--- src/rtl/iob_fifo_asym_ctrl_pkg.sv ---
// iob_fifo_asym_ctrl_pkg: width helpers shared by the asymmetric FIFO controller, its RAM and bench
// Provides IOB_MAX/IOB_MIN and the ratio / per-side address width derivation.
`ifndef IOB_MAX
`define IOB_MAX(a, b) (((a) > (b)) ? (a) : (b))
`endif
`ifndef IOB_MIN
`define IOB_MIN(a, b) (((a) < (b)) ? (a) : (b))
`endif
package iob_fifo_asym_ctrl_pkg;
  function automatic int asym_ratio(input int side_w, input int other_w);
    return side_w / `IOB_MIN(side_w, other_w);
  endfunction
  function automatic int asym_addr_w(input int addr_w, input int side_w, input int other_w);
    return addr_w - $clog2(asym_ratio(side_w, other_w));
  endfunction
endpackage

--- src/rtl/iob_fifo_asym_level.sv ---
// iob_fifo_asym_level: fill level counter (MINDATA_W units) with registered full/empty flags
// Almost-full/almost-empty registers exist only with IOB_FIFO_ASYM_CTRL_THRESH_EN.
module iob_fifo_asym_level #(
  parameter int ADDR_W = 10,
  parameter int W_RATIO = 4,
  parameter int R_RATIO = 1
) (
  input  logic            clk_i,
  input  logic            arst_i,
  input  logic            cke_i,
  input  logic            rst_i,
  input  logic            w_acc_i,
  input  logic            r_acc_i,
`ifdef IOB_FIFO_ASYM_CTRL_THRESH_EN
  input  logic [ADDR_W:0] almost_full_lvl_i,
  input  logic [ADDR_W:0] almost_empty_lvl_i,
  output logic            almost_full_o,
  output logic            almost_empty_o,
`endif
  output logic [ADDR_W:0] level_o,
  output logic            w_full_o,
  output logic            r_empty_o
);
  localparam logic [ADDR_W:0] CAP = {1'b1, {ADDR_W{1'b0}}};
  localparam logic [ADDR_W:0] WR = (ADDR_W + 1)'(W_RATIO);
  localparam logic [ADDR_W:0] RR = (ADDR_W + 1)'(R_RATIO);
  logic [ADDR_W:0] level_q, level_d;
  logic            w_full_q, w_full_d, r_empty_q, r_empty_d;
  // acceptance is gated by the flags, so the sum never leaves [0, CAP]
  assign level_d   = level_q + (w_acc_i ? WR : '0) - (r_acc_i ? RR : '0);
  assign w_full_d  = level_d > CAP - WR;
  assign r_empty_d = level_d < RR;
  assign level_o   = level_q;
  assign w_full_o  = w_full_q;
  assign r_empty_o = r_empty_q;
  always_ff @(posedge clk_i or posedge arst_i)
    if (arst_i) begin
      level_q   <= '0;
      w_full_q  <= 1'b0;
      r_empty_q <= 1'b1;
    end else if (cke_i) begin
      level_q   <= rst_i ? '0 : level_d;
      w_full_q  <= rst_i ? 1'b0 : w_full_d;
      r_empty_q <= rst_i ? 1'b1 : r_empty_d;
    end
`ifdef IOB_FIFO_ASYM_CTRL_THRESH_EN
  logic almost_full_q, almost_empty_q;
  assign almost_full_o  = almost_full_q;
  assign almost_empty_o = almost_empty_q;
  always_ff @(posedge clk_i or posedge arst_i)
    if (arst_i) begin
      almost_full_q  <= 1'b0;
      almost_empty_q <= 1'b1;
    end else if (cke_i) begin
      almost_full_q  <= rst_i ? 1'b0 : level_d >= almost_full_lvl_i;
      almost_empty_q <= rst_i ? 1'b1 : level_d <= almost_empty_lvl_i;
    end
`endif
endmodule

--- src/rtl/iob_fifo_asym_ctrl.sv ---
// iob_fifo_asym_ctrl: single-clock FIFO controller for an external asymmetric two-port RAM
// Optional almost-full/almost-empty thresholds are enabled with IOB_FIFO_ASYM_CTRL_THRESH_EN.
module iob_fifo_asym_ctrl
  import iob_fifo_asym_ctrl_pkg::*;
#(
  parameter int W_DATA_W = 32,
  parameter int R_DATA_W = 8,
  parameter int ADDR_W = 10,
  localparam int W_ADDR_W = asym_addr_w(ADDR_W, W_DATA_W, R_DATA_W),
  localparam int R_ADDR_W = asym_addr_w(ADDR_W, R_DATA_W, W_DATA_W)
) (
  input  logic                clk_i,
  input  logic                arst_i,
  input  logic                cke_i,
  input  logic                rst_i,
  input  logic                w_en_i,
  input  logic [W_DATA_W-1:0] w_data_i,
  output logic                w_full_o,
  input  logic                r_en_i,
  output logic [R_DATA_W-1:0] r_data_o,
  output logic                r_empty_o,
`ifdef IOB_FIFO_ASYM_CTRL_THRESH_EN
  input  logic [ADDR_W:0]     almost_full_lvl_i,
  input  logic [ADDR_W:0]     almost_empty_lvl_i,
  output logic                almost_full_o,
  output logic                almost_empty_o,
`endif
  output logic [ADDR_W:0]     level_o,
  output logic                ext_mem_w_en_o,
  output logic [W_ADDR_W-1:0] ext_mem_w_addr_o,
  output logic [W_DATA_W-1:0] ext_mem_w_data_o,
  output logic                ext_mem_r_en_o,
  output logic [R_ADDR_W-1:0] ext_mem_r_addr_o,
  input  logic [R_DATA_W-1:0] ext_mem_r_data_i
);
  localparam int W_RATIO = asym_ratio(W_DATA_W, R_DATA_W);
  localparam int R_RATIO = asym_ratio(R_DATA_W, W_DATA_W);
  logic                w_acc, r_acc, r_valid_q;
  logic [W_ADDR_W-1:0] w_ptr_q, w_ptr_d;
  logic [R_ADDR_W-1:0] r_ptr_q, r_ptr_d;
  logic [R_DATA_W-1:0] r_hold_q;
  assign w_acc = w_en_i & ~w_full_o & cke_i;
  assign r_acc = r_en_i & ~r_empty_o & cke_i;
  assign w_ptr_d = w_ptr_q + W_ADDR_W'(w_acc);
  assign r_ptr_d = r_ptr_q + R_ADDR_W'(r_acc);
  assign ext_mem_w_en_o   = w_acc;
  assign ext_mem_w_addr_o = w_ptr_q;
  assign ext_mem_w_data_o = w_data_i;
  assign ext_mem_r_en_o   = r_acc;
  assign ext_mem_r_addr_o = r_ptr_q;
  // RAM output is live only the cycle after a read; otherwise show the captured copy
  assign r_data_o = r_valid_q ? ext_mem_r_data_i : r_hold_q;
  always_ff @(posedge clk_i or posedge arst_i)
    if (arst_i) begin
      w_ptr_q   <= '0;
      r_ptr_q   <= '0;
      r_valid_q <= 1'b0;
      r_hold_q  <= '0;
    end else if (cke_i) begin
      w_ptr_q   <= rst_i ? '0 : w_ptr_d;
      r_ptr_q   <= rst_i ? '0 : r_ptr_d;
      r_valid_q <= rst_i ? 1'b0 : r_acc;
      r_hold_q  <= rst_i ? '0 : r_data_o;
    end
  iob_fifo_asym_level #(
    .ADDR_W (ADDR_W),
    .W_RATIO(W_RATIO),
    .R_RATIO(R_RATIO)
  ) u_level (
    .clk_i             (clk_i),
    .arst_i            (arst_i),
    .cke_i             (cke_i),
    .rst_i             (rst_i),
    .w_acc_i           (w_acc),
    .r_acc_i           (r_acc),
`ifdef IOB_FIFO_ASYM_CTRL_THRESH_EN
    .almost_full_lvl_i (almost_full_lvl_i),
    .almost_empty_lvl_i(almost_empty_lvl_i),
    .almost_full_o     (almost_full_o),
    .almost_empty_o    (almost_empty_o),
`endif
    .level_o           (level_o),
    .w_full_o          (w_full_o),
    .r_empty_o         (r_empty_o)
  );
endmodule

--- config.mk ---
export PLATFORM = sky130hd
export DESIGN_NAME = iob_fifo_asym_ctrl
export DESIGN_NICKNAME = d
export VERILOG_FILES = /design/src/rtl/iob_fifo_asym_ctrl_pkg.sv /design/src/rtl/iob_fifo_asym_level.sv /design/src/rtl/iob_fifo_asym_ctrl.sv
export SDC_FILE = /design/constraint.sdc
export NUM_CORES = 1
export LEC_CHECK = 0
export CORE_AREA = 8 8 93 78
export CTS_CLUSTER_SIZE = 20
export DETAILED_ROUTE_END_ITERATION = 8
export DIE_AREA = 0 0 101 86
export DONT_BUFFER_PORTS = 1
export SYNTH_ARGS = -nofsm -noshare
export SYNTH_HDL_FRONTEND = slang
export SYNTH_SLANG_ARGS = --single-unit
--- constraint.sdc ---
create_clock -name clk_i -period 3 [get_ports clk_i]
set_input_delay 0.15 -clock clk_i [delete_from_list [all_inputs] [get_ports clk_i]]
set_output_delay 0.15 -clock clk_i [all_outputs]
set_load 0.05 [all_outputs]
==> metrics.yaml <==
outcome:
  status: "complete, no violations"
critical_path:
  worstSetupPathType: "flop to flop"
  arrival_ns: 3.00
  crit_path_start_kind: "flop"
  slowest_delay_ns: 0.63
  crit_fanout: 3
  rrSetupSlack_ns: 0.18
  cp-end-kind: "flop"
  critPathBufInv: 2
  worstPathRequired_ns: 3.19
  cp_cell_sequence: "nor3b_4 -> ha_2 -> inv_1 -> ha_2 -> inv_2 -> fa_2 -> and2b_1 -> o2111ai_2 -> a21boi_1 -> mux2i_1 -> nor4_1 -> a221o_1"
  cp_top_family: "adder cells"
  cp_slowest_cell: "dfstp_4"
  crit_top_cell: "ha_2"
final_layout:
  fin_area_um2: 2620
  antennaDiodeCount: 0
  layout.cells.non_filler: 329
  fill_cells: 565
  area_delta_synth_final_pct: 4.54
  nets: 309
  drive_gt1_share_pct: 18.5
place:
  io_buffers: 0
  placed_area_um2: 2500
  dpl.cell_count: 318
  routabilityCongestion: 0.863
  hpwl_um: 4220
yosys:
  seq_area_frac_synth_pct: 40.0
  synth_nets: 320
  synthFlopType: "dfrtp_1"
  yosysWarnings: 0
  netlist_area_um2: 2510
  synth_top_area_share_pct: 38.9
  synth-edff-count: 0
  ys_top_cells_by_area: "dfrtp_1 (39%), buf_4 (9.6%), ha_1 (7.5%), a22o_1 (4.9%), mux2_2 (3.6%)"
  syn_inst: 258
  synth.largest_area_cell: "dfrtp_1"
  syn_area_per_cell_um2: 9.72
  ys_types: 41
  synth-seq-cells: 40
  async_flop_share_pct: 100
timing:
  fin_setup_tns_ns: 0
  max_freq_mhz: 355
  grt_setup_unrepaired: "no"
  post-route-period-util_pct: 93.9
  finalHoldViolCount: 0
  slew_violations: 0
  maxSlewHeadroom_pct: 45.7
  tightest_slew_ns: 0.813
  finClkSkew_ns: 0.00206
  hold_ws_ns: 0.0201
  fin_crit_ns: 2.82
  finalSetupViolCount: 0
routing:
  drc: 0
  drt-initial-drc-count: 42
  dr.pass1.iters: 4
  dr_total_vias: 1819
  antenna_left: 0
  drt-total-wl_um: 5750
  wl_per_cell_um: 17.5
  post_drt_via_cell_ratio: 5.53
floorplan:
  rows: 25
  core_um2: 5760
  die_height_um: 86
  die_area_um2: 8690
  top_level_ports: 119
  start_util_pct: 43.6
  die_w_um: 101
global_route:
  grt_pass1_vias: 1736
  grt-ovfl-total: 0
  grt_max_degree: 25
  grt_usage_pct: 13.6
  antenna_found_initial: 0
  grt_pass1_wl_um: 9250
clock_network:
  clk_latency_ns: 0.30
  clk_path_buf_depth: 2
  cts-root-buf: "clkbuf_8"
  postCtsSetupBuffers: 0
  cts-buffers-inserted: 5
  htreeDepth: 2
  cts_tree: "done"
  path_clk_slew_ns: 0.08
  cts_sinks: 40
power_and_ir_drop:
  p_per_area_nw_per_um2: 902
  max-vdd-ir-drop_mv: 0.379
  leakage_uw: 0.00120
run:
  cap_violations: 0
worst_hold_path:
  hold_path_class: "input pin to flop"
[timing repair]
action	4_1_cts	5_1_grt
gates resized for setup	0	0
hold buffers	3	0
endpoints found under the hold margin	29	0
[cells by family (layout without fill, tap and decap cells)]
kind of cell,count (synthesis),in the layout,synth area share (%)
AO/OA/AOI/OAI,61,61,17.5
XOR/XNOR,14,14,4.89
adder cells (fa/ha/maj),16,16,8.28
buffers and inverters,59,49,13.7
flip-flops,40,40,40.0
multiplexers,10,10,4.39
AND/OR/NAND/NOR,58,58,11.3
[cell usage after synthesis (2+ instances only)]
cell,count
nor2_1,9
nand2_1,20
mux2_2,8
or3_1,4
buf_4,32
a22o_1,14
o21ai_0,13
xor2_1,4
o2bb2ai_1,2
buf_2,2
nor4_1,2
mux2i_1,2
clkbuf_1,4
a21oi_1,9
or2_2,2
xnor2_1,10
o22ai_1,7
nand3_1,6
nand4_1,5
inv_1,20
dfrtp_1,39
a21o_1,4
a31oi_1,2
nor3_1,4
o2111ai_1,2
ha_1,15
o31ai_1,3
[worst min-delay path, stage by stage]
cell and delay [ns]:
nand2_1 0.04, nand2_1 0.05, o41ai_1 0.05
[placed cells by master (no fill, tap or decap), types with 2 or more instances in the layout]
cell / count
clkinv_2: 2
o2bb2ai_1: 2
xnor2_1: 10
o21ai_0: 13
a22o_1: 14
nand4_1: 5
xor2_1: 4
nor3_1: 4
ha_1: 13
or2_2: 2
o22ai_1: 7
nor2_1: 9
buf_4: 18
mux2i_1: 2
nand3_1: 6
dlygate4sd3_1: 3
mux2_2: 8
inv_1: 19
o31ai_1: 3
dfrtp_1: 39
nor4_1: 2
clkbuf_8: 5
ha_2: 2
or3_1: 4
a21o_1: 4
a31oi_1: 2
nand2_1: 20
a21oi_1: 9
[registers in the layout, summed over array words and instances (netlist names)]
signal / cells
ext_mem_r_addr_o: 10
ext_mem_w_addr_o: 8
r_hold_q: 8
r_valid_q: 1
u_level.level_o: 11
u_level.r_empty_o: 1
u_level.w_full_o: 1
[final cells by class]
cell class	instances	area [um^2]	area share, %
Sequential cell	40	1010	38.4
Timing Repair Buffer	21	165	6.30
Clock inverter	3	18.8	0.716
Multi-Input combinational cell	159	1190	45.3
Tap cell	81	101	3.86
Clock buffer	5	68.8	2.62
Inverter	20	75.1	2.86
[layer usage]
| metal | part of all wire, % | wire [um] | vias up | global-route usage, % |
|---|---|---|---|---|
| li1 | - | - | 864 | - |
| met1 | 47 | 2710 | 878 | 17.7 |
| met2 | 42 | 2410 | 70 | 19.2 |
| met3 | 9.6 | 554 | 7 | 7.04 |
| met4 | 1.3 | 74 | 0 | 3.78 |
| met5 | 0 | 0 | - | 0 |
[where the power goes]
part	switching [uW]	leakage (uW)	internal, uW
clock network	202	0.0000479	162
registers	94.5	0.000542	607
logic	790	0.000611	510
total	1090	0.00120	1280
[stage by stage]
| step | utilization, % | setup WS [ns] | power [uW] |
|---|---|---|---|
| finish | 45.6 | 0.184 | 2370 |
| global route | 45.6 | 0.0150 | 2540 |
| CTS | 45.6 | 0.185 | 2390 |
| detailed placement | 43.5 | 0.202 | 2020 |
| global placement | 43.5 | 0.256 | 2000 |
| floorplan | - | 0.00235 | 1890 |
[path summary, 6_finish.rpt]
check,depth (start not counted),from,to
max,12,u_level.r_empty_o,u_level.w_full_o
min,3,cke_i,ext_mem_w_addr_o[6]
max reg2reg,12,u_level.r_empty_o,u_level.w_full_o
min reg2reg,1,r_hold_q[3],r_hold_q[3]
max in group asynchronous,3,arst_i,ext_mem_w_addr_o[6]
min in group asynchronous,2,arst_i,ext_mem_r_addr_o[4]
(Power assumes the default switching activity.)
